===== src/rtl/ram_bus_master.sv =====
// Initiator for the 16x8 asynchronous RAM bus: turns one-cycle requests into
// setup/strobe/hold sequenced RAM cycles, single or auto-incrementing bursts.
module ram_bus_master #(
  parameter int SETUP_CYC  = 1,
  parameter int STROBE_CYC = 2
) (
  input  logic       clk_i,
  input  logic       rstn_i,
  input  logic       req_i,
  input  logic       we_i,
  input  logic [3:0] addr_i,
  input  logic [3:0] burst_len_i,
  input  logic [7:0] wdata_i,
  output logic       ready_o,
  output logic       wnext_o,
  output logic [7:0] rdata_o,
  output logic       rvalid_o,
  output logic       done_o,
  output logic [3:0] ram_address_o,
  output logic [7:0] ram_data_in_o,
  output logic       ram_write_bar_o,
  output logic       ram_read_bar_o,
  output logic       ram_output_enable_o,
  input  logic [7:0] ram_data_out_i
);

  typedef enum logic [1:0] {IDLE, SETUP, STROBE, HOLD} state_t;

  localparam int CNT_MAX = (SETUP_CYC > STROBE_CYC) ? SETUP_CYC : STROBE_CYC;
  localparam int CNT_W   = (CNT_MAX > 1) ? $clog2(CNT_MAX) : 1;
  localparam logic [CNT_W-1:0] SETUP_LAST  = CNT_W'(SETUP_CYC - 1);
  localparam logic [CNT_W-1:0] STROBE_LAST = CNT_W'(STROBE_CYC - 1);

  state_t           state_q;
  logic [CNT_W-1:0] cnt_q;
  logic             op_we_q;
  logic [3:0]       cur_addr_q;
  logic [3:0]       beats_left_q;

  logic             ready_q;
  logic             wnext_q;
  logic [7:0]       rdata_q;
  logic             rvalid_q;
  logic             done_q;
  logic [3:0]       ram_address_q;
  logic [7:0]       ram_data_in_q;
  logic             ram_write_bar_q;
  logic             ram_read_bar_q;
  logic             ram_oe_q;

  logic [3:0]       cur_addr_d;
  logic [3:0]       beats_left_d;
  logic [CNT_W-1:0] cnt_d;

  assign cur_addr_d   = cur_addr_q + 4'd1;
  assign beats_left_d = beats_left_q - 4'd1;
  assign cnt_d        = cnt_q + CNT_W'(1);

  // Every output comes straight from a flop; values are set on the edge that
  // enters the phase they belong to.
  always_ff @(posedge clk_i) begin
    if (!rstn_i) begin
      state_q         <= IDLE;
      cnt_q           <= '0;
      op_we_q         <= 1'b0;
      cur_addr_q      <= 4'd0;
      beats_left_q    <= 4'd0;
      ready_q         <= 1'b1;
      wnext_q         <= 1'b0;
      rdata_q         <= 8'd0;
      rvalid_q        <= 1'b0;
      done_q          <= 1'b0;
      ram_address_q   <= 4'd0;
      ram_data_in_q   <= 8'd0;
      ram_write_bar_q <= 1'b1;
      ram_read_bar_q  <= 1'b1;
      ram_oe_q        <= 1'b1;
    end else begin
      wnext_q  <= 1'b0;
      rvalid_q <= 1'b0;
      done_q   <= 1'b0;
      case (state_q)
        IDLE: begin
          if (req_i) begin
            op_we_q       <= we_i;
            cur_addr_q    <= addr_i;
            beats_left_q  <= burst_len_i;
            ram_address_q <= addr_i;
            if (we_i) ram_data_in_q <= wdata_i;
            cnt_q         <= '0;
            ready_q       <= 1'b0;
            state_q       <= SETUP;
          end
        end
        SETUP: begin
          if (cnt_q == SETUP_LAST) begin
            cnt_q   <= '0;
            state_q <= STROBE;
            if (op_we_q) begin
              ram_write_bar_q <= 1'b0;
            end else begin
              ram_read_bar_q <= 1'b0;
              ram_oe_q       <= 1'b0;
            end
          end else begin
            cnt_q <= cnt_d;
          end
        end
        STROBE: begin
          if (cnt_q == STROBE_LAST) begin
            cnt_q           <= '0;
            state_q         <= HOLD;
            ram_write_bar_q <= 1'b1;
            ram_read_bar_q  <= 1'b1;
            ram_oe_q        <= 1'b1;
            if (!op_we_q) begin
              rdata_q  <= ram_data_out_i;
              rvalid_q <= 1'b1;
            end
            if (beats_left_q == 4'd0) done_q  <= 1'b1;
            else if (op_we_q)         wnext_q <= 1'b1;
          end else begin
            cnt_q <= cnt_d;
          end
        end
        HOLD: begin
          if (beats_left_q == 4'd0) begin
            ready_q <= 1'b1;
            state_q <= IDLE;
          end else begin
            // Upstream answered wnext with fresh wdata during HOLD.
            beats_left_q  <= beats_left_d;
            cur_addr_q    <= cur_addr_d;
            ram_address_q <= cur_addr_d;
            if (op_we_q) ram_data_in_q <= wdata_i;
            cnt_q         <= '0;
            state_q       <= SETUP;
          end
        end
        default: begin
          ready_q <= 1'b1;
          state_q <= IDLE;
        end
      endcase
    end
  end

  assign ready_o             = ready_q;
  assign wnext_o             = wnext_q;
  assign rdata_o             = rdata_q;
  assign rvalid_o            = rvalid_q;
  assign done_o              = done_q;
  assign ram_address_o       = ram_address_q;
  assign ram_data_in_o       = ram_data_in_q;
  assign ram_write_bar_o     = ram_write_bar_q;
  assign ram_read_bar_o      = ram_read_bar_q;
  assign ram_output_enable_o = ram_oe_q;

endmodule


===== config.mk =====
export PLATFORM = sky130hd
export DESIGN_NAME = ram_bus_master
export DESIGN_NICKNAME = d
export VERILOG_FILES = /design/src/rtl/ram_bus_master.sv
export SDC_FILE = /design/constraint.sdc
export NUM_CORES = 1
export LEC_CHECK = 0
export ABC_CLOCK_PERIOD_IN_PS = 6040
export CAP_MARGIN = 20
export CORE_MARGIN = 2
export CORE_UTILIZATION = 65
export CTS_BUF_LIST = sky130_fd_sc_hd__clkbuf_16
export CTS_CLUSTER_DIAMETER = 200
export DETAILED_ROUTE_END_ITERATION = 8
export DONT_BUFFER_PORTS = 1
export PLACE_DENSITY_LB_ADDON = 0.1
export SLEW_MARGIN = 20
export SYNTH_ARGS = -nofsm -noshare
export SYNTH_HDL_FRONTEND = slang
export SYNTH_SLANG_ARGS = --single-unit

===== constraint.sdc =====
create_clock -name clk_i -period 6.04 [get_ports clk_i]
set_clock_uncertainty 0.2 [all_clocks]
set_input_delay 0.302 -clock clk_i [delete_from_list [all_inputs] [get_ports clk_i]]
set_output_delay 0.302 -clock clk_i [all_outputs]
set_load 0.01 [all_outputs]

==> results_dict.tcl <==
set metrics [dict create \
    status "finished with violations" \
    violations "hold timing" \
    slowest_stage "a221oi_4" \
    grt_pass1_vias 1288 \
    cts.sinks 34 \
    rows 18 \
    max-vdd-ir-drop_mv 0.428 \
    fin_crit_sh_pct 40.6 \
    synth_cell_types 34 \
    h-tree-depth 2 \
    worst_ep_arrival_time_ns 2.45 \
    grt_max_degree 42 \
    start_util_pct 67.7 \
    drive_above_1_share_pct 7.08 \
    cts_tree "built" \
    ant_nets 0 \
    routed_wl_mm 3.95 \
    cp_num_buf_inv 1 \
    final_core_util_pct 83.7 \
    hold_violations 1 \
    worstSkewPairLatency_ns 0.28 \
    route.vias.total 1449 \
    cts.reportedPaths.clkPinSlew_ns 0.06 \
    port_buffers 0 \
    ys_seq_elements 34 \
    critical_path.cell_chain "inv_1, ha_1, nor2b_4, a211o_4, a221oi_4, mux2i_1" \
    viasPerCell 5.99 \
    path_class "register to register" \
    max_freq_mhz 408 \
    cts_buffers 5 \
    rsz0062_at_grt "false" \
    synth_area_per_cell_um2 8.45 \
    grt_overflow_total 0 \
    gp_congestion 0.831 \
    grt_use_total_pct 27.9 \
    dp_hpwl_mm 2.34 \
    wl_per_cell_um 16.3 \
    path_delay_family "compound AO/OA/AOI/OAI gates" \
    relSlewSlack_pct 58.1 \
    dr.pass1.iters 4 \
    syn_nets 231 \
    num_io_pins 55 \
    synthCells 195 \
    cp.required_ns 6.04 \
    startpoint_type "register" \
    die_x_um 54.4 \
    netlist_area_um2 1650 \
    diodes 0 \
    power.density_nw_per_um2 497 \
    fin_hold_ws_ns -0.00222 \
    cp_max_fo 8 \
    root_buffer "clkbuf_16" \
    grt_pass1_wl_mm 5.81 \
    finalSetupViolCount 0 \
    drv_slew 0 \
    yosysSeqAreaShare_pct 41.3 \
    nNetsFinal 247 \
    max_slew.worst_pin.slew_ns 0.627 \
    crit_path_max_incr_delay_ns 0.50 \
    drc 0 \
    die_y_um 54.4 \
    layout_min_cycle_time_ns 2.45 \
    die_area_um2 2950 \
    antenna_found_initial 0 \
    ys_warn_count 0 \
    setup_tns_ns 0 \
    cap_violations 0 \
    core_um2 2430 \
    area_growth_pct 23.6 \
    hp-class "input port to register" \
    cts_buffer_depth 2 \
    power_leakage_uw 0.000816 \
    critPathCaptureType "register" \
    first_iter_violations 31 \
]
-- cell usage after synthesis (all sizes together) --
| cell type | number | area share (%) |
|---|---|---|
| a211oi | 3 | 1.7 |
| nand3 | 8 | 2.4 |
| o211ai | 2 | 0.91 |
| clkbuf | 7 | 1.6 |
| o22ai | 2 | 0.76 |
| a31o | 1 | 0.53 |
| a221oi | 2 | 2.1 |
| mux2i | 10 | 6.1 |
| a21oi | 8 | 2.4 |
| o211a | 1 | 0.61 |
| nor3 | 3 | 0.91 |
| and3 | 1 | 0.38 |
| nor4 | 1 | 0.38 |
| inv | 15 | 3.4 |
| dfxtp | 34 | 41 |
| o21ai | 13 | 3.9 |
| and2 | 1 | 0.38 |
| nand2b | 2 | 0.76 |
| nor2b | 6 | 2.7 |
| nor2 | 4 | 0.91 |
| xnor2 | 1 | 0.53 |
| ha | 8 | 6.1 |
| a41o | 1 | 0.61 |
| buf | 3 | 0.99 |
| nand2 | 43 | 9.8 |
| a211o | 1 | 1.1 |
| a21boi | 12 | 5.5 |
| nand3b | 1 | 0.46 |
| nor3b | 1 | 0.76 |
-- state kept, by name (all words and copies together), names as in the netlist --
| register | flops |
|---|---|
| ram_data_in_o | 8 |
| rdata_o | 8 |
| beats_left_q | 4 |
| ram_address_o | 4 |
| state_q | 2 |
| cnt_q | 1 |
| done_o | 1 |
| op_we_q | 1 |
| ram_output_enable_o | 1 |
| ram_write_bar_o | 1 |
| ready_o | 1 |
| rvalid_o | 1 |
| wnext_o | 1 |
-- placed cells by master (no fill, tap or decap) --
master	netlist	routed
a31o_2	1	1
nor3_1	3	3
a221oi_4	1	1
bufinv_16	0	2
nor2_1	4	4
dfxtp_1	34	34
nand2_1	43	43
nor4_1	1	1
xnor2_1	1	1
and3_1	1	1
nand3b_1	1	1
clkbuf_16	0	5
nor2b_1	5	5
o211a_1	1	1
a41o_1	1	1
clkinv_4	0	1
a211oi_1	2	2
mux2i_1	10	10
a21oi_1	8	8
a221oi_1	1	1
a211oi_2	1	1
and2_1	1	1
dlygate4sd3_1	0	18
o21ai_0	13	13
nor2b_4	1	1
o22ai_1	2	2
o211ai_1	2	2
buf_12	0	1
a211o_4	1	1
inv_1	15	15
nor3b_2	1	1
nand3_1	8	8
nand2b_1	2	2
a21boi_0	12	12
ha_1	8	8
-- where the power goes --
group | internal, uW | switching, uW | leakage (uW) | total [uW]
combinational | 143 | 182 | 0.000444 | 325
clock | 237 | 97.7 | 0.0000940 | 335
sequential | 280 | 71.5 | 0.000278 | 351
-- cells by family (layout without fill, tap and decap cells) --
| group | count (synthesis) | count (layout) | share of synthesized area (%) |
|---|---|---|---|
| compound gates | 46 | 46 | 20.1 |
| mux | 10 | 10 | 6.07 |
| simple gates | 71 | 71 | 19.9 |
| flops | 34 | 34 | 41.3 |
| fa+ha+maj | 8 | 8 | 6.07 |
| buf+inv | 25 | 42 | 6.00 |
| xor+xnor | 1 | 1 | 0.532 |
-- stage by stage --
step | hold WS [ns] | instance area (um^2) | total power (uW) | worst slack, ns | std cells
final | -0.00222 | 2040 | 1010 | 3.59 | 242
after global placement | 0.184 | 1640 | 639 | 3.80 | 215
after floorplan | 0.244 | 1650 | 602 | 3.91 | 195
after CTS | 0.00117 | 2030 | 1010 | 3.63 | 241
after detailed placement | 0.187 | 1640 | 658 | 3.67 | 215
after global routing | 0.0145 | 2040 | 1060 | 3.50 | 242
-- cell type report --
cell class / count / area (um^2)
Inverter: 15 / 56.3
Clock inverter: 3 / 68.8
Tap cell: 30 / 37.5
Sequential cell: 34 / 681
Multi-Input combinational cell: 136 / 868
Clock buffer: 5 / 125
Fill cell: 144 / 395
Timing Repair Buffer: 19 / 200
-- layer usage --
layer | global-route usage, % | part of all wire, %
met5 | 0 | 0
met3 | 8.74 | 5.9
met1 | 32.5 | 39
met2 | 48.2 | 54
met4 | 9.17 | 1.3
-- final timing paths --
kind | slack, ns | from | to | cells after the start
setup / recovery | 3.59 | state_q[0] | ram_data_in_o[4] | 6
hold / removal | -0.002 | ram_data_out_i[4] | rdata_o[4] | 2
setup reg to reg | 3.59 | state_q[0] | ram_data_in_o[4] | 6
hold reg to reg | 0.28 | op_we_q | op_we_q | 2
-- repair_timing --
item                      in CTS  in global routing
hold endpoints to repair      33                  1
hold buffers                  18                  1
setup buffers                  0                  0
gates resized for setup        0                  0
(Power assumes the default switching activity.)
